--- src/rtl/sm2tc_pipe.sv ---
// sm2tc_pipe
// Streaming sign-magnitude to two's-complement converter. An unsigned
// magnitude plus a sign bit is turned back into a two's-complement word by
// a two-stage valid/ready pipeline. Out-of-range results are either
// saturated or wrapped, flagged on out_ovf, and counted in ovf_count.
//
// Ports:
//   clk        rising-edge clock
//   rst        synchronous active-high reset
//   in_valid   input word valid
//   in_ready   block accepts an input word this cycle
//   in_sign    1 = negative
//   in_mag     unsigned magnitude
//   out_valid  output word valid
//   out_ready  downstream accepts the output word
//   out_data   two's-complement result
//   out_ovf    this output word was out of range
//   ovf_count  accepted out-of-range words, saturating at all-ones
//   ovf_clr    synchronous clear of ovf_count
module sm2tc_pipe #(
  parameter int width = 8,
  parameter bit SAT   = 1'b1,
  parameter int CNT_W = 16
) (
  input  logic             clk,
  input  logic             rst,
  input  logic             in_valid,
  output logic             in_ready,
  input  logic             in_sign,
  input  logic [width-1:0] in_mag,
  output logic             out_valid,
  input  logic             out_ready,
  output logic [width-1:0] out_data,
  output logic             out_ovf,
  output logic [CNT_W-1:0] ovf_count,
  input  logic             ovf_clr
);

  // Largest positive and most negative representable results.
  localparam logic [width-1:0] max_pos = {1'b0, {(width-1){1'b1}}};
  localparam logic [width-1:0] min_neg = {1'b1, {(width-1){1'b0}}};

  logic             s1_valid_reg;
  logic             s1_sign_reg;
  logic             s1_ovf_reg;
  logic [width-1:0] s1_mag_reg;

  logic             s2_valid_reg;
  logic             s2_ovf_reg;
  logic [width-1:0] s2_data_reg;

  logic [CNT_W-1:0] cnt_reg;

  logic             s2_load;
  logic             in_ovf;
  logic [width-1:0] conv_next;

  // S2 can take a new word when it is empty or its word leaves this cycle.
  assign s2_load  = !s2_valid_reg || out_ready;
  assign in_ready = !s1_valid_reg || s2_load;

  // A negative magnitude may reach one step further than a positive one.
  assign in_ovf = in_sign ? (in_mag > min_neg) : (in_mag > max_pos);

  always_comb begin
    conv_next = s1_sign_reg ? (~s1_mag_reg + width'(1)) : s1_mag_reg;
    if (SAT && s1_ovf_reg) begin
      conv_next = s1_sign_reg ? min_neg : max_pos;
    end
  end

  always_ff @(posedge clk) begin
    if (rst) begin
      s1_valid_reg <= 1'b0;
      s1_sign_reg  <= 1'b0;
      s1_ovf_reg   <= 1'b0;
      s1_mag_reg   <= '0;
      s2_valid_reg <= 1'b0;
      s2_ovf_reg   <= 1'b0;
      s2_data_reg  <= '0;
      cnt_reg      <= '0;
    end else begin
      if (in_ready) begin
        s1_valid_reg <= in_valid;
        if (in_valid) begin
          s1_sign_reg <= in_sign;
          s1_mag_reg  <= in_mag;
          s1_ovf_reg  <= in_ovf;
        end
      end

      if (s2_load) begin
        s2_valid_reg <= s1_valid_reg;
        if (s1_valid_reg) begin
          s2_data_reg <= conv_next;
          s2_ovf_reg  <= s1_ovf_reg;
        end
      end

      // Clear wins over an increment landing on the same edge.
      if (ovf_clr) begin
        cnt_reg <= '0;
      end else if (s2_load && s1_valid_reg && s1_ovf_reg && (cnt_reg != '1)) begin
        cnt_reg <= cnt_reg + CNT_W'(1);
      end
    end
  end

  assign out_valid = s2_valid_reg;
  assign out_data  = s2_data_reg;
  assign out_ovf   = s2_ovf_reg;
  assign ovf_count = cnt_reg;

endmodule

--- config.mk ---
export PLATFORM = sky130hd
export DESIGN_NAME = sm2tc_pipe
export DESIGN_NICKNAME = d
export VERILOG_FILES = /design/src/rtl/sm2tc_pipe.sv
export SDC_FILE = /design/constraint.sdc
export NUM_CORES = 1
export LEC_CHECK = 0
export ABC_AREA = 1
export BUFFER_PORTS_ARGS = -buffer_cell sky130_fd_sc_hd__buf_2
export CAP_MARGIN = 20
export CORE_AREA = 4 4 63 65
export DETAILED_ROUTE_END_ITERATION = 8
export DIE_AREA = 0 0 67 69
export MAX_ROUTING_LAYER = met4
export PLACE_DENSITY = 0.89
export SLEW_MARGIN = 10
export SYNTH_ARGS = -nofsm -noshare
export SYNTH_HDL_FRONTEND = slang
export SYNTH_SLANG_ARGS = --single-unit
--- constraint.sdc ---
create_clock -name clk -period 2.25 [get_ports clk]
set_input_delay 0.3375 -clock clk [delete_from_list [all_inputs] [get_ports clk]]
set_output_delay 0.3375 -clock clk [all_outputs]
set_load 0.03 [all_outputs]
# ---- Word level (Yosys, flattened, before mapping)
# Cells that the tools add are included.
dict set report totals {
  reg_bits 37
  word_cells 28
  inputBits 14
  output_inout_bits 27
}
dict set report classes {
  n_lt_le_gt_ge 2
  reduce_logical 10
  bitwise 1
  n_addsub 2
  muxes 4
  n_eq_ne 1
}
# cell n
set op_table {}
lappend op_table {{2-to-1 mux 8 bit} 3}
lappend op_table {{adder 16 x 1 -> 16 bit (second input constant)} 1}
lappend op_table {{!= test 16 bit (second input constant)} 1}
lappend op_table {{adder 8 x 1 -> 8 bit (second input constant)} 1}
lappend op_table {{> comparator 8 x 7 -> 1 bit (second input constant)} 1}
lappend op_table {{> comparator 8 bit (second input constant)} 1}
lappend op_table {{NOT 8 bit} 1}
lappend op_table {{AND reduction 2 bit} 2}
lappend op_table {{logical AND 1 bit} 3}
lappend op_table {{zero test 1 bit} 2}
lappend op_table {{logical OR 1 bit} 2}
lappend op_table {{OR reduction 2 bit} 1}
lappend op_table {{2-to-1 mux 1 bit} 1}

# ---- Depth between registers and ports, before layout
# Gate-level depths: netlist of run 1.
dict set report depth {
  word_depth 5
  depth_mapped 10
  mapped_depth_nobuf 10
}

# ---- Worst setup path after synthesis of run 1
# OpenSTA, ideal clock, no wires.
dict set report synth_path {
  kind {register to register}
  start {register cnt_reg[0] (netlist: ovf_count[0])}
  end {register cnt_reg[11] (netlist: ovf_count[11])}
  slack_ns 0.534
  setup_time_ns 0.136
  arrival_time_ns 1.580
  synth_period_minus_slack_ns 1.716
  t_required_ns 2.114
  stages_incl_launch_ff 10
  n_path_buf 1
  path_cell_list {dfxtp_1 -> ha_1 -> inv_1 -> nor2_1 -> nand2_2 -> nor2_4 -> nor2_4 -> buf_4 -> nand2_1 -> a21oi_2}
}
dict set report synth_via {
  elab_chain_len 2
  word_cells_on_any_way 3
  cone_classes {add/sub (1); eq/ne (1); reduce/logical (1)}
}
# item line_no
set synth_rtl {}
lappend synth_rtl {{from (decl)} 52} ;# logic [CNT_W-1:0] cnt_reg;
lappend synth_rtl {{from (signal assigned)} 104} ;# cnt_reg <= cnt_reg + CNT_W'(1);
lappend synth_rtl {{branches (longest 2 deep; another with adder 16 x 1 -> 16 bit)} n/a}
# Parallel ways; which one is timed is not known.
# A chain may end at the register's enable or synchronous reset.

# ---- Worst setup path after layout of run 1
dict set report layout_path {
  start {register cnt_reg[0] (netlist: ovf_count[0])}
  end {register cnt_reg[13] (netlist: ovf_count[13])}
}
# Same word-level chain as after synthesis.

==> impl_metrics.yaml, run 1 <==
run_status:
  outcome: "complete, no violations"
sta:
  period_minus_slack_ns: 1.71
  period_share_pct: 76.0
  finalSetupTns_ns: 0
  max_clock_freq_mhz: 585
  maxSlewViolCount: 0
  finalHoldViolations: 0
  relSlewSlack_pct: 64.4
  rsz0062_at_grt: "false"
  tightest_slew_ns: 0.533
  setup_viol: 0
  fin_worst_skew_ns: 0.0115
  final.setup.worst_slack_ns: 0.541
synthesis:
  synth_area_leaders: "dfxtp_1, nand2_1, a21oi_1, o21ai_0, inv_1"
  avgSynthCellArea_sq_um: 6.71
  yosysTopAreaCellShare_pct: 38.9
  synth-main-ff-cell: "dfxtp_1"
  async_flop_share_pct: 0
  synth-edff-count: 0
  yosysSeqAreaShare_pct: 38.9
  synthTopCellsByCount: "nand2_1, dfxtp_1, inv_1, nor2_1, a21oi_1"
  syn-num-nets: 300
  synth.most_common_cell: "nand2_1"
  ys_seq_elements: 37
  synth_area_sq_um: 1900
  synth_area_leader_cell: "dfxtp_1"
  synth.distinct_cells: 26
  syn_inst: 284
  yosysWarnings: 0
floorplanning:
  initial_core_util_pct: 57.1
  dieArea_sq_um: 4620
  core_area_sq_um: 3340
  die_w_um: 67
  rows: 21
  ios: 41
  dieHeight_um: 69
placed_design:
  port_buffers: 40
  gp_congestion: 0.828
  dpl.cell_count: 361
  hpwl_um: 3200
  dp_slack_ns: 0.581
power_and_ir_drop:
  p_int_w: 0.00108
  irDropWorstVdd_uv: 571
  pwr-share-seq_pct: 49.0
  p_sw_w: 0.000351
  pwr-share-comb_pct: 11.1
  clkPwrFrac_pct: 39.9
  swShare_pct: 24.6
  total_power_w: 0.00143
  power_density_nw_per_um2: 644
  p_leak_nw: 0.955
final_layout:
  syn_to_final_growth_pct: 16.4
  diodes: 0
  num-nets-final: 338
  largest_reg_flops: 16
  final_util_pct: 66.4
  drive_above_1_share_pct: 18.0
  final_cell_count_no_fill: 369
clocking:
  cts_buffers: 5
  clk_pin_slew_ns: 0.12
  cts-resized-gates: 0
  cts-root-buf: "clkbuf_4"
  clock_latency_ns: 0.35
  htree_levels: 2
  clock-sinks: 37
  cts_tree: "yes"
  cts_max_path_buffers: 2
  cts_setup_buffers: 0
  postCtsHoldBufs: 0
detailed_routing:
  vias_per_cell: 5.24
  wire_per_inst_um: 11.7
  drt_iter0_drc: 138
  final_antenna_net_count: 0
  dr.pass1.iters: 4
  vias: 1934
  drc: 0
  wl_um: 4320
setup_path:
  arrival_ns: 1.92
  worstSetupPathType: "flip-flop to flip-flop"
  r2r-start: "ovf_count[0]"
  cp_max_fo: 17
  endpoint_kind: "flip-flop"
  critPathLaunchType: "flip-flop"
  worstPathRequired_ns: 2.46
  critPathLaunch: "ovf_count[0]"
global_route:
  grt_max_degree: 20
  grt_pass1_vias: 1792
  grt_pass1_wl_um: 7370
  globalRoute.totalOverflow: 0
  antenna_found_initial: 0
  grt_usage_pct: 20.4
flow_run:
  maxCapViolCount: 0
min_path:
  min_from: "rst"
  hold_class: "input port to flip-flop"
final cells by class:
type	count	area, sq um
sequential	37	741
clock buffer	5	37.5
timing repair buffer	40	200
clock inverter	3	65.1
inverter	29	114
fill	318	1120
multi-input combinational	209	1000
tap	46	57.6
layout by cell type (no fill, tap or decap):
cell type,Yosys,final
nor3_1,1,1
a21oi_2,5,5
clkinv_2,0,1
dfxtp_1,37,37
nor4b_1,1,1
nor2_1,28,28
inv_6,1,1
nor4_1,1,1
nand3b_1,1,1
o21ai_0,25,25
nor2_4,2,2
o211ai_1,1,1
clkbuf_4,0,5
nand2_1,88,88
xor2_1,5,5
xnor2_1,4,4
nor2_2,1,1
inv_1,28,28
bufinv_16,0,2
nand4_1,4,4
nand2_2,1,1
a21oi_1,27,27
a31oi_1,2,2
ha_1,2,2
buf_2,3,40
nand3_1,10,10
path summary, 6_finish.rpt:
| check | slack [ns] | cells after the start | end |
|---|---|---|---|
| worst min-delay path | 0.25 | 2 | out_valid |
| worst max-delay path | 0.54 | 9 | ovf_count[13] |
| worst max register to register | 0.54 | 9 | ovf_count[13] |
| worst min register to register | 0.48 | 2 | out_ovf |
logic make-up after synthesis:
logic type,count (synthesis),synth area share [%]
AO/OA/AOI/OAI,60,17.0
XOR/XNOR,9,4.14
adder cells (fa/ha/maj),2,1.31
buffers and inverters,38,8.54
flip-flops,37,38.9
AND/OR/NAND/NOR,138,30.1
worst max-delay path, stage by stage, from the launching register on:
cell and delay (ns):
dfxtp_1 0.37, ha_1 0.26, inv_1 0.08, nor2_1 0.05
nand2_2 0.11, nor2_4 0.06, nor2_4 0.34, inv_6 0.13
nand2_1 0.09, a21oi_1 0.07
metal layers:
layer,vias to the layer above,track usage (%),part of all wire (%)
met2,49,35.5,51
li1,989,-,-
met4,0,8.33,1.4
met3,8,4.55,6.1
met1,888,21.8,41
met5,-,-,0
stage by stage:
step	instance area, sq um	hold slack (ns)
after global routing	2220	0.251
after floorplan	1900	0.438
after CTS	2220	0.240
after global placement	2110	0.453
final	2220	0.252
after detailed placement	2110	0.460
power by group through the flow:
stage | logic, W | registers [W] | clock network [W]
3_5_place_dp | 0.000159 | 0.000713 | 0
4_1_cts | 0.000160 | 0.000698 | 0.000578
3_3_place_gp | 0.000156 | 0.000712 | 0
6_report | 0.000159 | 0.000699 | 0.000569
2_1_floorplan | 0.0000954 | 0.000733 | 0
5_1_grt | 0.000182 | 0.000703 | 0.000606
Power figures use the tool's default switching activity.
==> inputs of run 2 (changes only) <==
--- a/config.mk
+++ b/config.mk
@@ -8,11 +8,11 @@
 export ABC_AREA = 1
 export BUFFER_PORTS_ARGS = -buffer_cell sky130_fd_sc_hd__buf_2
 export CAP_MARGIN = 20
-export CORE_AREA = 4 4 63 65
+export CORE_AREA = 4 4 68 70
 export DETAILED_ROUTE_END_ITERATION = 8
-export DIE_AREA = 0 0 67 69
+export DIE_AREA = 0 0 72 74
 export MAX_ROUTING_LAYER = met4
-export PLACE_DENSITY = 0.89
+export PLACE_DENSITY = 0.82
 export SLEW_MARGIN = 10
 export SYNTH_ARGS = -nofsm -noshare
 export SYNTH_HDL_FRONTEND = slang
==> constraint.sdc (replaced) <==
create_clock -name clk -period 1.5 [get_ports clk]
set_input_delay 0.225 -clock clk [delete_from_list [all_inputs] [get_ports clk]]
set_output_delay 0.225 -clock clk [all_outputs]
set_load 0.03 [all_outputs]
==> run 2 against run 1 <==
- global-route usage is 0.36 points lower
- first-iteration DRC count increased by 6.5%
- routed wire length rose by 12%
- highest routed layer unchanged
- largest power group unchanged
- via count grew 3.6%
- worst hold slack got worse by 0.055 ns
==> impl_metrics.yaml, run 2 (same netlist as run 1, synthesis figures left out) <==
sta:
  final.setup.worst_slack_ns: 0.0710
  relSlewSlack_pct: 59.4
  period_share_pct: 95.3
  fin_worst_skew_ns: 0.00688
  finalHoldViolations: 0
  max_clock_freq_mhz: 700
  period_minus_slack_ns: 1.43
  finalSetupTns_ns: 0
  maxSlewViolCount: 0
  rsz0062_at_grt: "true"
  tightest_slew_ns: 0.609
  setup_viol: 0
global_route:
  antenna_found_initial: 0
  grt_pass1_vias: 1828
  grt_max_degree: 20
  grt_usage_pct: 20.1
  globalRoute.totalOverflow: 0
  grt_pass1_wl_um: 8160
power_and_ir_drop:
  pwr-share-seq_pct: 47.3
  power_density_nw_per_um2: 904
  swShare_pct: 25.3
  clkPwrFrac_pct: 40.9
  irDropWorstVdd_uv: 571
  pwr-share-comb_pct: 11.8
  p_leak_nw: 1.06
  p_int_w: 0.00165
  p_sw_w: 0.000557
  total_power_w: 0.00221
floorplanning:
  dieHeight_um: 74
  dieArea_sq_um: 5330
  initial_core_util_pct: 48.0
  rows: 23
  ios: 41
  die_w_um: 72
  core_area_sq_um: 3970
setup_path:
  cp_max_fo: 12
  worstSetupPathType: "flip-flop to flip-flop"
  max_stage_delay_ns: 0.36
  arrival_ns: 1.65
  critPathLaunchType: "flip-flop"
  cp_slowest_cell: "dfxtp_4"
  worstPathRequired_ns: 1.72
  crit_top_cell: "nor2_4"
  crit_chain: "ha_2 -> inv_1 -> nor2_2 -> nand2_2 -> nor2_4 -> nor2_4 -> buf_12 -> inv_6 -> nand2_1 -> a21oi_1"
  endpoint_kind: "flip-flop"
final_layout:
  syn_to_final_growth_pct: 28.2
  regArea_sq_um: 757
  final_common_cell: "nand2_1"
  num-fill-cells: 380
  largest_reg_flops: 16
  drive_above_1_share_pct: 27.9
  num-nets-final: 356
  multi_input_area_sq_um: 1030
  finalInstanceArea_sq_um: 2440
  diodes: 0
  final_cell_mix: "nand2_1, buf_2, dfxtp_1"
clocking:
  htree_levels: 2
  cts_tree: "yes"
  clock_latency_ns: 0.29
  clk_pin_slew_ns: 0.07
  clock-sinks: 37
  cts_max_path_buffers: 2
  cts-root-buf: "clkbuf_8"
  postCtsHoldBufs: 0
  cts_buffers: 5
detailed_routing:
  wl_um: 4850
  drt_iter0_drc: 147
  drc: 0
  vias_per_cell: 5.13
  dr.pass1.iters: 5
  final_antenna_net_count: 0
  vias: 2004
  wire_per_inst_um: 12.4
placed_design:
  gp_congestion: 0.873
  hpwl_um: 3450
  postPlaceCellArea_sq_um: 2250
  port_buffers: 40
  dp_slack_ns: -0.0306
min_path:
  hold_class: "input port to flip-flop"
run_status:
  outcome: "complete, no violations"
flow_run:
  maxCapViolCount: 0
## run 2: path summary, 6_finish.rpt
check	slack (ns)	cells after the start	start	endpoint
worst min register to register	0.47	2	out_ovf	out_ovf
worst min-delay path	0.20	2	rst	s1_mag_reg[7]
worst max register to register	0.07	10	ovf_count[1]	ovf_count[15]
worst max-delay path	0.07	10	ovf_count[1]	ovf_count[15]
## run 2: per-layer routing
metal | GRT usage, % | vias to the layer above | wire length (um)
li1 | - | 1024 | -
met1 | 22.7 | 890 | 2010
met2 | 34.0 | 81 | 2440
met3 | 4.73 | 9 | 307
met4 | 8.56 | 0 | 92
met5 | - | - | 0
## run 2: layout make-up
class / instances / share of cell area [%]
clock buffer: 6 / 3.38
clock inverter: 2 / 1.49
inverter: 29 / 4.97
multi-input combinational: 209 / 42.3
sequential: 37 / 31.0
tap: 50 / 2.56
timing repair buffer: 57 / 13.9
timing repair inverter: 1 / 0.359
## run 2: repair_timing
item                       4_1_cts  5_1_grt
buffers inserted                 1        2
setup endpoints to repair       16       17
pin swaps                        1        3
hold endpoints to repair         0        0
gates resized for setup          1       14
gates cloned                     0        1
## run 2: critical path, delay by kind of cell (launching register included)
| family | cells | cell delay [ns] |
|---|---|---|
| AOI/OAI and AO/OA | 1 | 0.13 |
| and+or+nand+nor | 5 | 0.40 |
| adders and majority gates | 1 | 0.17 |
| DFF | 1 | 0.36 |
| buffers and inverters | 3 | 0.29 |
## run 2: power groups by stage
stage / Combinational, W / Clock [W] / Sequential, W
global route: 0.000294 / 0.000966 / 0.00105
detailed placement: 0.000250 / 0 / 0.00106
floorplan: 0.000143 / 0 / 0.00110
CTS: 0.000256 / 0.000920 / 0.00104
global placement: 0.000245 / 0 / 0.00106
finish: 0.000261 / 0.000902 / 0.00104
## run 2: metrics by stage
step | hold slack (ns) | util, % | std cells
floorplan | 0.398 | - | 284
global placement | 0.457 | 56.7 | 380
detailed placement | 0.464 | 56.7 | 380
CTS | 0.192 | 60.2 | 389
global route | 0.207 | 61.5 | 391
finish | 0.197 | 61.5 | 391
==> inputs of run 3 (changes only) <==
--- a/config.mk
+++ b/config.mk
@@ -8,9 +8,9 @@
 export ABC_AREA = 1
 export BUFFER_PORTS_ARGS = -buffer_cell sky130_fd_sc_hd__buf_2
 export CAP_MARGIN = 20
-export CORE_AREA = 4 4 68 70
+export CORE_AREA = 2 2 66 68
 export DETAILED_ROUTE_END_ITERATION = 8
-export DIE_AREA = 0 0 72 74
+export DIE_AREA = 0 0 68 70
 export MAX_ROUTING_LAYER = met4
 export PLACE_DENSITY = 0.82
 export SLEW_MARGIN = 10
==> run 3 against run 2 <==
- fmax decreased by 0.69%
- core utilization decreased by 3.4 points
- cell area decreased by 1.4%
- combinational power decreased by 3%
- worst hold slack improved by 0.020 ns
- routed wire length decreased by 7.9%
==> impl_metrics.yaml, run 3 (same netlist as run 1, synthesis figures left out) <==
run_status:
  outcome: "complete, no violations"
sta:
  fin_worst_skew_ns: 0.00360
  maxSlewViolCount: 0
  setup_viol: 0
  period_share_pct: 95.9
  period_minus_slack_ns: 1.44
  max_clock_freq_mhz: 695
  rsz0062_at_grt: "false"
  finalSetupTns_ns: 0
  relSlewSlack_pct: 64.2
  tightest_slew_ns: 0.537
  finalHoldViolations: 0
placed_design:
  hpwl_um: 3370
  postPlaceCellArea_sq_um: 2250
  port_buffers: 40
  dpl.cell_count: 381
  gp_congestion: 0.845
detailed_routing:
  wire_per_inst_um: 11.4
  dr.pass1.iters: 4
  vias_per_cell: 5.02
  drt_iter0_drc: 96
  drc: 0
  final_antenna_net_count: 0
  vias: 1966
  wl_um: 4460
setup_path:
  crit_end: "ovf_count[12]"
  r2r_cells: 11
  regToRegSetupSlack_ns: 0.06
  worstSetupPathType: "flip-flop to flip-flop"
  critPathLaunchType: "flip-flop"
  crit_chain: "ha_2 -> inv_1 -> nor2_1 -> nand2_2 -> buf_4 -> inv_1 -> nand2_1 -> nand2_1 -> nand2_1 -> nand2_1 -> a21oi_1"
  cp_max_fo: 4
  endpoint_kind: "flip-flop"
  worstPathRequired_ns: 1.65
  cp.buffers_inverters: 3
  arrival_ns: 1.59
  critPathLaunch: "ovf_count[1]"
  r2r-end: "ovf_count[12]"
  crit_cells: 11
  cp_slowest_cell: "dfxtp_4"
  max_stage_delay_ns: 0.36
  r2r-start: "ovf_count[1]"
  cp_top_family: "simple AND/OR/NAND/NOR gates"
  crit_top_cell: "nand2_1"
flow_run:
  maxCapViolCount: 0
floorplanning:
  dieArea_sq_um: 4760
  rows: 24
  die_w_um: 68
  initial_core_util_pct: 46.0
  core_area_sq_um: 4140
  dieHeight_um: 70
  ios: 41
global_route:
  globalRoute.totalOverflow: 0
  grt_pass1_wl_um: 7330
  grt_usage_pct: 20.2
  grt_max_degree: 20
  grt_pass1_vias: 1734
  antenna_found_initial: 0
final_layout:
  largest_reg_flops: 16
  diodes: 0
  num-fill-cells: 390
  num-nets-final: 355
  final_util_pct: 58.1
  finalInstanceArea_sq_um: 2410
  final_cell_count_no_fill: 392
  drive_above_1_share_pct: 26.5
  final_common_cell: "nand2_1"
  final_cell_mix: "nand2_1, buf_2, inv_1, dfxtp_1, a21oi_1"
  syn_to_final_growth_pct: 26.3
power_and_ir_drop:
  total_power_w: 0.00205
  clkPwrFrac_pct: 37.0
  p_leak_nw: 1.05
  irDropWorstVdd_uv: 657
  pwr-share-comb_pct: 12.3
  pwr-share-seq_pct: 50.7
  power_density_nw_per_um2: 854
  swShare_pct: 26.1
  p_sw_w: 0.000536
  p_int_w: 0.00152
min_path:
  hold_class: "input port to flip-flop"
  worstHoldPathCells: 2
clocking:
  cts_max_path_buffers: 2
  htree_levels: 2
  clock_latency_ns: 0.29
  cts_buffers: 5
  clk_pin_slew_ns: 0.07
  clock-sinks: 37
  cts-root-buf: "clkbuf_8"
  cts_tree: "yes"
## run 3: metrics by stage
step / hold WS [ns] / worst slack [ns]
CTS: 0.213 / 0.0103
finish: 0.217 / 0.0611
detailed placement: 0.457 / -0.0168
global placement: 0.450 / 0.00923
global route: 0.228 / 0.00530
floorplan: 0.398 / -0.00523
## run 3: cell type report
type / instances / area [sq um] / area share, %
inverter: 29 / 121 / 5.04
clock inverter: 1 / 5.00 / 0.208
multi-input combinational: 209 / 1020 / 42.3
clock buffer: 7 / 96.3 / 4.00
sequential: 37 / 759 / 31.6
timing repair buffer: 57 / 340 / 14.1
tap: 52 / 65.1 / 2.70
## run 3: per-layer routing
metal	up-vias	GRT usage (%)	part of all wire [%]
li1	1028	-	-
met1	894	24.2	46
met2	39	33.4	49
met3	5	3.86	3.8
met4	0	6.67	1.3
met5	-	-	0
## run 3: power by group through the flow
stage / Clock (W) / Sequential [W] / Combinational (W)
floorplan: 0 / 0.00110 / 0.000143
global placement: 0 / 0.00106 / 0.000245
detailed placement: 0 / 0.00107 / 0.000249
CTS: 0.000774 / 0.00104 / 0.000253
global route: 0.000799 / 0.00105 / 0.000285
finish: 0.000760 / 0.00104 / 0.000253
## run 3: worst min-delay path by stage
stage / slack [ns] / to / start
floorplan: 0.40 / ovf_count[0] / ovf_clr
global placement: 0.45 / s1_mag_reg[7] / s1_mag_reg[7]
detailed placement: 0.46 / out_data[0] / s1_mag_reg[0]
CTS: 0.21 / s1_mag_reg[7] / rst
global route: 0.23 / s1_mag_reg[7] / in_mag[7]
finish: 0.22 / s1_mag_reg[7] / rst
## run 3: timing repair
| action | in CTS | in global routing |
|---|---|---|
| setup buffers | 2 | 1 |
| resized for setup | 0 | 12 |
| hold buffers | 0 | 0 |
| pin swaps | 1 | 2 |
| setup endpoints to repair | 16 | 16 |
